$ cat src/rtl/quad_root_avg_pkg.sv
// Shared sizing helpers for the quad_root_avg root-averaging stage.
// Widths depend on module parameters, so they are exposed as constant
// functions that the modules evaluate into their own localparams.
//   acc_w       : signed accumulator width, cannot overflow over a frame
//   sumsq_w     : unsigned sum-of-squares width
//   acc_len     : samples per integration frame
//   round_const : half-LSB of the mean, added before the final shift
package quad_root_avg_pkg;

  localparam int DEF_DIN_WIDTH    = 8;
  localparam int DEF_DIN_POINT    = 5;
  localparam int DEF_ACC_LEN_LOG2 = 10;

  function automatic int acc_w(input int din_width, input int len_log2);
    return din_width + len_log2;
  endfunction

  function automatic int sumsq_w(input int din_width, input int len_log2);
    return 2 * din_width + len_log2;
  endfunction

  function automatic int acc_len(input int len_log2);
    return 1 << len_log2;
  endfunction

  function automatic int round_const(input int len_log2);
    return 1 << (len_log2 - 1);
  endfunction

endpackage

$ cat src/rtl/quad_root_avg_root_acc.sv
// root_acc: one-channel root integrator.
// Registers the incoming root (S0), accumulates it (S1), snapshots the
// frame sum on dump while restarting the accumulator in the same cycle,
// and produces the rounded mean (S2) on load.
// Optional macro ROOT_AVG_SUMSQ_EN adds a squarer in S0 and a parallel
// sum-of-squares accumulator with identical timing.
// Ports:
//   clk, rst   clock, async active-high reset
//   clear      restart integration (highest priority)
//   add        accumulate the S0 sample
//   dump       last sample of frame: snapshot acc + sample, zero acc
//   load       register rounded mean (and sumsq) from the snapshot
//   din        signed root input
//   mean       rounded signed mean, held between loads
//   sumsq      (macro only) unsigned frame sum of squares
module root_acc
  import quad_root_avg_pkg::*;
#(
  parameter int DIN_WIDTH    = DEF_DIN_WIDTH,
  parameter int ACC_LEN_LOG2 = DEF_ACC_LEN_LOG2
) (
  input  logic                        clk,
  input  logic                        rst,
  input  logic                        clear,
  input  logic                        add,
  input  logic                        dump,
  input  logic                        load,
  input  logic signed [DIN_WIDTH-1:0] din,
  output logic signed [DIN_WIDTH-1:0] mean
`ifdef ROOT_AVG_SUMSQ_EN
  ,
  output logic [2*DIN_WIDTH+ACC_LEN_LOG2-1:0] sumsq
`endif
);

  localparam int ACC_W = acc_w(DIN_WIDTH, ACC_LEN_LOG2);
  localparam logic signed [ACC_W-1:0] ROUND_CONST = ACC_W'(round_const(ACC_LEN_LOG2));

  logic signed [DIN_WIDTH-1:0] s0_x;
  logic signed [ACC_W-1:0]     acc;
  logic signed [ACC_W-1:0]     snap;
  logic signed [ACC_W-1:0]     rnd;

  // Bias by half an LSB then arithmetic shift: round half toward +inf.
  assign rnd = snap + ROUND_CONST;

  always_ff @(posedge clk or posedge rst) begin
    if (rst) begin
      s0_x <= '0;
      acc  <= '0;
      snap <= '0;
      mean <= '0;
    end else begin
      s0_x <= din;
      if (clear) begin
        acc <= '0;
      end else if (dump) begin
        snap <= acc + ACC_W'(s0_x);
        acc  <= '0;
      end else if (add) begin
        acc <= acc + ACC_W'(s0_x);
      end
      if (load) begin
        mean <= DIN_WIDTH'(rnd >>> ACC_LEN_LOG2);
      end
    end
  end

`ifdef ROOT_AVG_SUMSQ_EN
  localparam int SQ_W = sumsq_w(DIN_WIDTH, ACC_LEN_LOG2);

  logic signed [2*DIN_WIDTH-1:0] sq_full;
  logic        [2*DIN_WIDTH-1:0] s0_sq;
  logic        [SQ_W-1:0]        sq_acc;
  logic        [SQ_W-1:0]        sq_snap;

  assign sq_full = (2*DIN_WIDTH)'(din) * (2*DIN_WIDTH)'(din);

  always_ff @(posedge clk or posedge rst) begin
    if (rst) begin
      s0_sq   <= '0;
      sq_acc  <= '0;
      sq_snap <= '0;
      sumsq   <= '0;
    end else begin
      s0_sq <= $unsigned(sq_full);
      if (clear) begin
        sq_acc <= '0;
      end else if (dump) begin
        sq_snap <= sq_acc + SQ_W'(s0_sq);
        sq_acc  <= '0;
      end else if (add) begin
        sq_acc <= sq_acc + SQ_W'(s0_sq);
      end
      if (load) begin
        sumsq <= sq_snap;
      end
    end
  end
`endif

endmodule

$ cat src/rtl/quad_root_avg.sv
// quad_root_avg: integrates 2**ACC_LEN_LOG2 valid root pairs (x1,x2) from
// the DoA quadratic solver into per-root rounded means.
// Pipeline: S0 input register, S1 accumulate/snapshot, S2 mean register;
// dout_valid pulses 3 cycles after the din_valid of a frame's last sample.
// Optional macro ROOT_AVG_SUMSQ_EN adds sumsq1/sumsq2 outputs.
// Ports:
//   clk, rst        clock, async active-high reset
//   x1, x2          signed roots, din_valid qualifies the pair
//   acc_clear       synchronous restart of integration
//   mean1, mean2    rounded means, held between dout_valid pulses
//   dout_valid      1-cycle pulse when means update
//   acc_cnt         valid pairs accumulated in the current frame
//   sumsq1, sumsq2  (macro only) per-root frame sum of squares
module quad_root_avg
  import quad_root_avg_pkg::*;
#(
  parameter int DIN_WIDTH    = DEF_DIN_WIDTH,
  parameter int DIN_POINT    = DEF_DIN_POINT,
  parameter int ACC_LEN_LOG2 = DEF_ACC_LEN_LOG2
) (
  input  logic                        clk,
  input  logic                        rst,
  input  logic signed [DIN_WIDTH-1:0] x1,
  input  logic signed [DIN_WIDTH-1:0] x2,
  input  logic                        din_valid,
  input  logic                        acc_clear,
  output logic signed [DIN_WIDTH-1:0] mean1,
  output logic signed [DIN_WIDTH-1:0] mean2,
  output logic                        dout_valid,
  output logic [ACC_LEN_LOG2-1:0]     acc_cnt
`ifdef ROOT_AVG_SUMSQ_EN
  ,
  output logic [2*DIN_WIDTH+ACC_LEN_LOG2-1:0] sumsq1,
  output logic [2*DIN_WIDTH+ACC_LEN_LOG2-1:0] sumsq2
`endif
);

  localparam int ACC_LEN = acc_len(ACC_LEN_LOG2);

  if (ACC_LEN_LOG2 < 1) begin : g_bad_len
    $error("quad_root_avg: ACC_LEN_LOG2 must be >= 1");
  end
  if (DIN_POINT < 0 || DIN_POINT > DIN_WIDTH) begin : g_bad_point
    $error("quad_root_avg: DIN_POINT out of range");
  end

  logic s0_valid;
  logic dump_q;
  logic add;
  logic dump;

  // Clear outranks both the S0 sample and a coincident end-of-frame dump.
  assign add  = s0_valid & ~acc_clear;
  assign dump = add & (acc_cnt == ACC_LEN_LOG2'(ACC_LEN - 1));

  always_ff @(posedge clk or posedge rst) begin
    if (rst) begin
      s0_valid   <= 1'b0;
      acc_cnt    <= '0;
      dump_q     <= 1'b0;
      dout_valid <= 1'b0;
    end else begin
      s0_valid <= din_valid & ~acc_clear;
      if (acc_clear) begin
        acc_cnt <= '0;
      end else if (s0_valid) begin
        acc_cnt <= acc_cnt + ACC_LEN_LOG2'(1);
      end
      dump_q     <= dump;
      dout_valid <= dump_q;
    end
  end

  root_acc #(
    .DIN_WIDTH   (DIN_WIDTH),
    .ACC_LEN_LOG2(ACC_LEN_LOG2)
  ) u_acc1 (
    .clk  (clk),
    .rst  (rst),
    .clear(acc_clear),
    .add  (add),
    .dump (dump),
    .load (dump_q),
    .din  (x1),
    .mean (mean1)
`ifdef ROOT_AVG_SUMSQ_EN
    ,
    .sumsq(sumsq1)
`endif
  );

  root_acc #(
    .DIN_WIDTH   (DIN_WIDTH),
    .ACC_LEN_LOG2(ACC_LEN_LOG2)
  ) u_acc2 (
    .clk  (clk),
    .rst  (rst),
    .clear(acc_clear),
    .add  (add),
    .dump (dump),
    .load (dump_q),
    .din  (x2),
    .mean (mean2)
`ifdef ROOT_AVG_SUMSQ_EN
    ,
    .sumsq(sumsq2)
`endif
  );

endmodule
$ cat config.mk
export PLATFORM = sky130hd
export DESIGN_NAME = quad_root_avg
export DESIGN_NICKNAME = d
export VERILOG_FILES = /design/src/rtl/quad_root_avg_pkg.sv /design/src/rtl/quad_root_avg_root_acc.sv /design/src/rtl/quad_root_avg.sv
export SDC_FILE = /design/constraint.sdc
export NUM_CORES = 1
export LEC_CHECK = 0
export ABC_AREA = 0
export CAP_MARGIN = 30
export CORE_MARGIN = 10
export CORE_UTILIZATION = 58
export CTS_CLUSTER_DIAMETER = 40
export CTS_CLUSTER_SIZE = 40
export DETAILED_ROUTE_END_ITERATION = 10
export PLACE_DENSITY = 0.8
export SETUP_SLACK_MARGIN = 0.3
export SLEW_MARGIN = 10
export SYNTH_ARGS = -nofsm -noshare
export SYNTH_HDL_FRONTEND = slang
export SYNTH_SLANG_ARGS = --single-unit
$ cat constraint.sdc
create_clock -name clk -period 3.6 [get_ports clk]
set_clock_uncertainty 0.2 [all_clocks]
set_input_delay 0.54 -clock clk [delete_from_list [all_inputs] [get_ports clk]]
set_output_delay 0.54 -clock clk [all_outputs]
set_load 0.02 [all_outputs]
==> run metrics, run 1 <==
outcome=finished clean; Worst Path Buf+Inv=0; layout net count=597; Critical-path top delay cell=fa_1; number of port buffers=46; final setup TNS=0 ns; sequential power share=49.6%; Post-Synth XOR/XNOR Area=8.630%; DP HPWL=7.618 mm; Setup violations, final=0; GP Congestion=0.8931; area grow syn2layout=15.66%; dominant synthesized flop cell=dfrtp_1; routed vias/inst=5.875; logic gate share of total power=18.6%; post-synthesis compound-gate area fraction=17.26%; initial antenna violation count=0; largest family of logic cells by synthesized area=compound AO/OA/AOI/OAI gates; Post-Synth Adder-Cell Area=9.610%; CTS Hold Bufs=0; clk buf depth=2; Hold Vio Cnt, Final=0; CP delay by family, top=compound AO/OA/AOI/OAI gates; diode count=0; PwrDens=401.3 nW/um2; largest net degree at the start of global routing=100; Syn Nets=548; dpl cells=635; multiplexer share of the synthesized area=4.733%; top-area cell type share of the netlist area=47.33%; Resize count post-CTS=0; GR Overflow Total=0; Post-CTS Setup Inserts=0; post-detailed-route count of antenna-violating nets=0; drt first pass iters=4; H-tree depth=3; Final min period=3.079 ns; Seq cells post-synth=99; clock sinks=99; Chip Height=115.0 um; post-DR wirelength/cell=16.25 um; yosys warns=0; Worst-Margin Slew=0.5687 ns; most common cell in the netlist=dfrtp_1; async set-reset flop share out of synthesis=100.0%; Hold Crit Class=reg -> reg; Core Area=8763 um2; Detailed Route WL=10.56 mm; drt drc=0; post-synth design cell area=5234 um2; MaxCap Viol Count=0; CTS tree=done; Syn Area/Cell=10.70 um2; Seq/Total Area, Yosys=47.33%; Die Wd=115.0 um; Clock power frac=31.7%; cell taking the most area after synthesis=dfrtp_1; critical path fanouts, max=4; Pint=1774 uW; CP endpoint kind=flop; synth cell count leaders=dfrtp_1 (99), a21oi_1 (42), ha_1 (37); Top Ports=47; CTS buffer count=9; row count=34; worst path required time=3.66 ns; FMAX=324.8 MHz; Slew Limit Fails=0; drt initial violations=219; Total GRT Usage=16.93%; Post-Synthesis Cells=489; Initial Util=59.72%; Max transition margin=61.97%; LEAKAGE=0.002872 uW; CP Class=reg -> reg; layout cells sized above 1=8.672%; Synth Area in Simple Gates=10.73%; clk_lat worst skew=0.36 ns; Post-synth EDFFs=0; arrival time worst endpoint=3.13 ns; first-pass GRT wire length=18.63 mm; final cell count without fillers=650; critical-path cell list=ha_1 -> fa_1 -> a21o_1 -> a21o_2 -> a21oi_1 -> o211ai_1 -> a31oi_1 -> o21ai_1 -> xor2_1 -> mux2_2; number of global-route vias before repair=4055; vias post-DR=3819; CTS clock-pin slew for the worst setup and hold paths=0.09 ns; Netlist cell types=46; Largest stage delay, worst path=0.42 ns; die area=13220 um2; Net Sw Power=654.9 uW; Root Driver=clkbuf_8; RSZ-0062 raised after global routing=false; switch share=26.96%; worst vdd ir=0.2714 mV; final worst path period share=85.52%; Startpoint Class=flop; synth top area cells=dfrtp_1 (47%), ha_1 (8.8%), xnor2_1 (4.4%)
[routing by layer]
layer	global-route usage [%]	wire (um)
met4	5.198	97
met5	0	0
met2	30.41	5520
met3	4.427	405
met1	19.16	4538
[worst paths after layout]
path,end,slack [ns],cells after the start,from
max in group asynchronous,u_acc2.acc[1],2.34,3,rst
max reg2reg,u_acc1.snap[16],0.52,10,u_acc1.acc[0]
max,u_acc1.snap[16],0.52,10,u_acc1.acc[0]
min,u_acc2.acc[4],0.30,2,u_acc2.acc[4]
min reg2reg,u_acc2.acc[4],0.30,2,u_acc2.acc[4]
min in group asynchronous,u_acc1.s0_x[5],0.45,3,rst
[tightest hold or removal path, delay by kind of cell (launching register included)]
kind | cells | cell delay, ns
AND/OR/NAND/NOR | 1 | 0.05
flip-flops | 1 | 0.36
AO/OA/AOI/OAI | 1 | 0.06
[flip-flops by register name, summed over array words and instances, names as in the netlist]
register and count:
u_acc1.s0_x 8, s0_valid 1, acc_cnt 10, u_acc1.acc 18
u_acc2.acc 18, u_acc2.s0_x 8, u_acc1.snap 9, dout_valid 1
u_acc2.snap 9, u_acc2.mean 8, dump_q 1, u_acc1.mean 8
[area by class of cell]
| cell class | instances | area, um2 |
|---|---|---|
| fillers | 659 | 2710 |
| multi-input cells | 367 | 2680 |
| flip-flops and latches | 99 | 2477 |
| repair buffers | 51 | 510.5 |
| clock buffers | 13 | 148.9 |
| well taps | 108 | 135.1 |
| clock inverters | 2 | 60.06 |
| inverters | 10 | 41.29 |
[placed cells by master (no fill, tap or decap), types with 5 or more instances in the layout]
cell type        count
a22o_1              20
a21oi_1             41
xnor2_1             26
nor2b_1              5
o21bai_1             6
xor2_1              23
dfrtp_1             99
o21ai_0             24
clkbuf_8            10
a21o_1              17
nor2_1              33
nand2b_1             5
ha_1                37
mux2_2              18
nand2_1             36
inv_1                9
nand3_1             13
and3_1              12
clkdlybuf4s50_1     46
[through the flow]
stage | power (uW) | cell area, um2 | util, % | setup WS (ns) | hold WS (ns)
after global placement | 1657 | 5844 | 66.69 | 0.6660 | 0.2704
after floorplan | 1548 | 5238 | - | 0.7860 | 0.1983
after CTS | 2449 | 6053 | 69.07 | 0.5187 | 0.3012
final | 2429 | 6053 | 69.07 | 0.5214 | 0.2985
after global routing | 2539 | 6053 | 69.07 | 0.3562 | 0.3316
after detailed placement | 1677 | 5844 | 66.69 | 0.5595 | 0.2809
[power by group through the flow]
| stage | Clock, uW | Sequential (uW) | Combinational (uW) |
|---|---|---|---|
| 2_1_floorplan | 0 | 1230 | 320 |
| 3_3_place_gp | 0 | 1230 | 431 |
| 3_5_place_dp | 0 | 1230 | 450 |
| 4_1_cts | 789 | 1210 | 454 |
| 5_1_grt | 821 | 1210 | 505 |
| 6_report | 771 | 1210 | 452 |
[cell families after synthesis]
kind of cell    after synthesis
mux                          22
fa+ha+maj                    39
compound gates              136
flops                        99
xor+xnor                     50
buf+inv                      23
simple gates                120
(Power assumes the default switching activity.)
==> run 2: changes to the inputs <==
--- a/config.mk
+++ b/config.mk
@@ -6,7 +6,6 @@
 export NUM_CORES = 1
 export LEC_CHECK = 0
 export ABC_AREA = 0
-export CAP_MARGIN = 30
 export CORE_MARGIN = 10
 export CORE_UTILIZATION = 58
 export CTS_CLUSTER_DIAMETER = 40
==> results of run 2 <==
Final layout, timing and power as in run 1 (identical DEF).
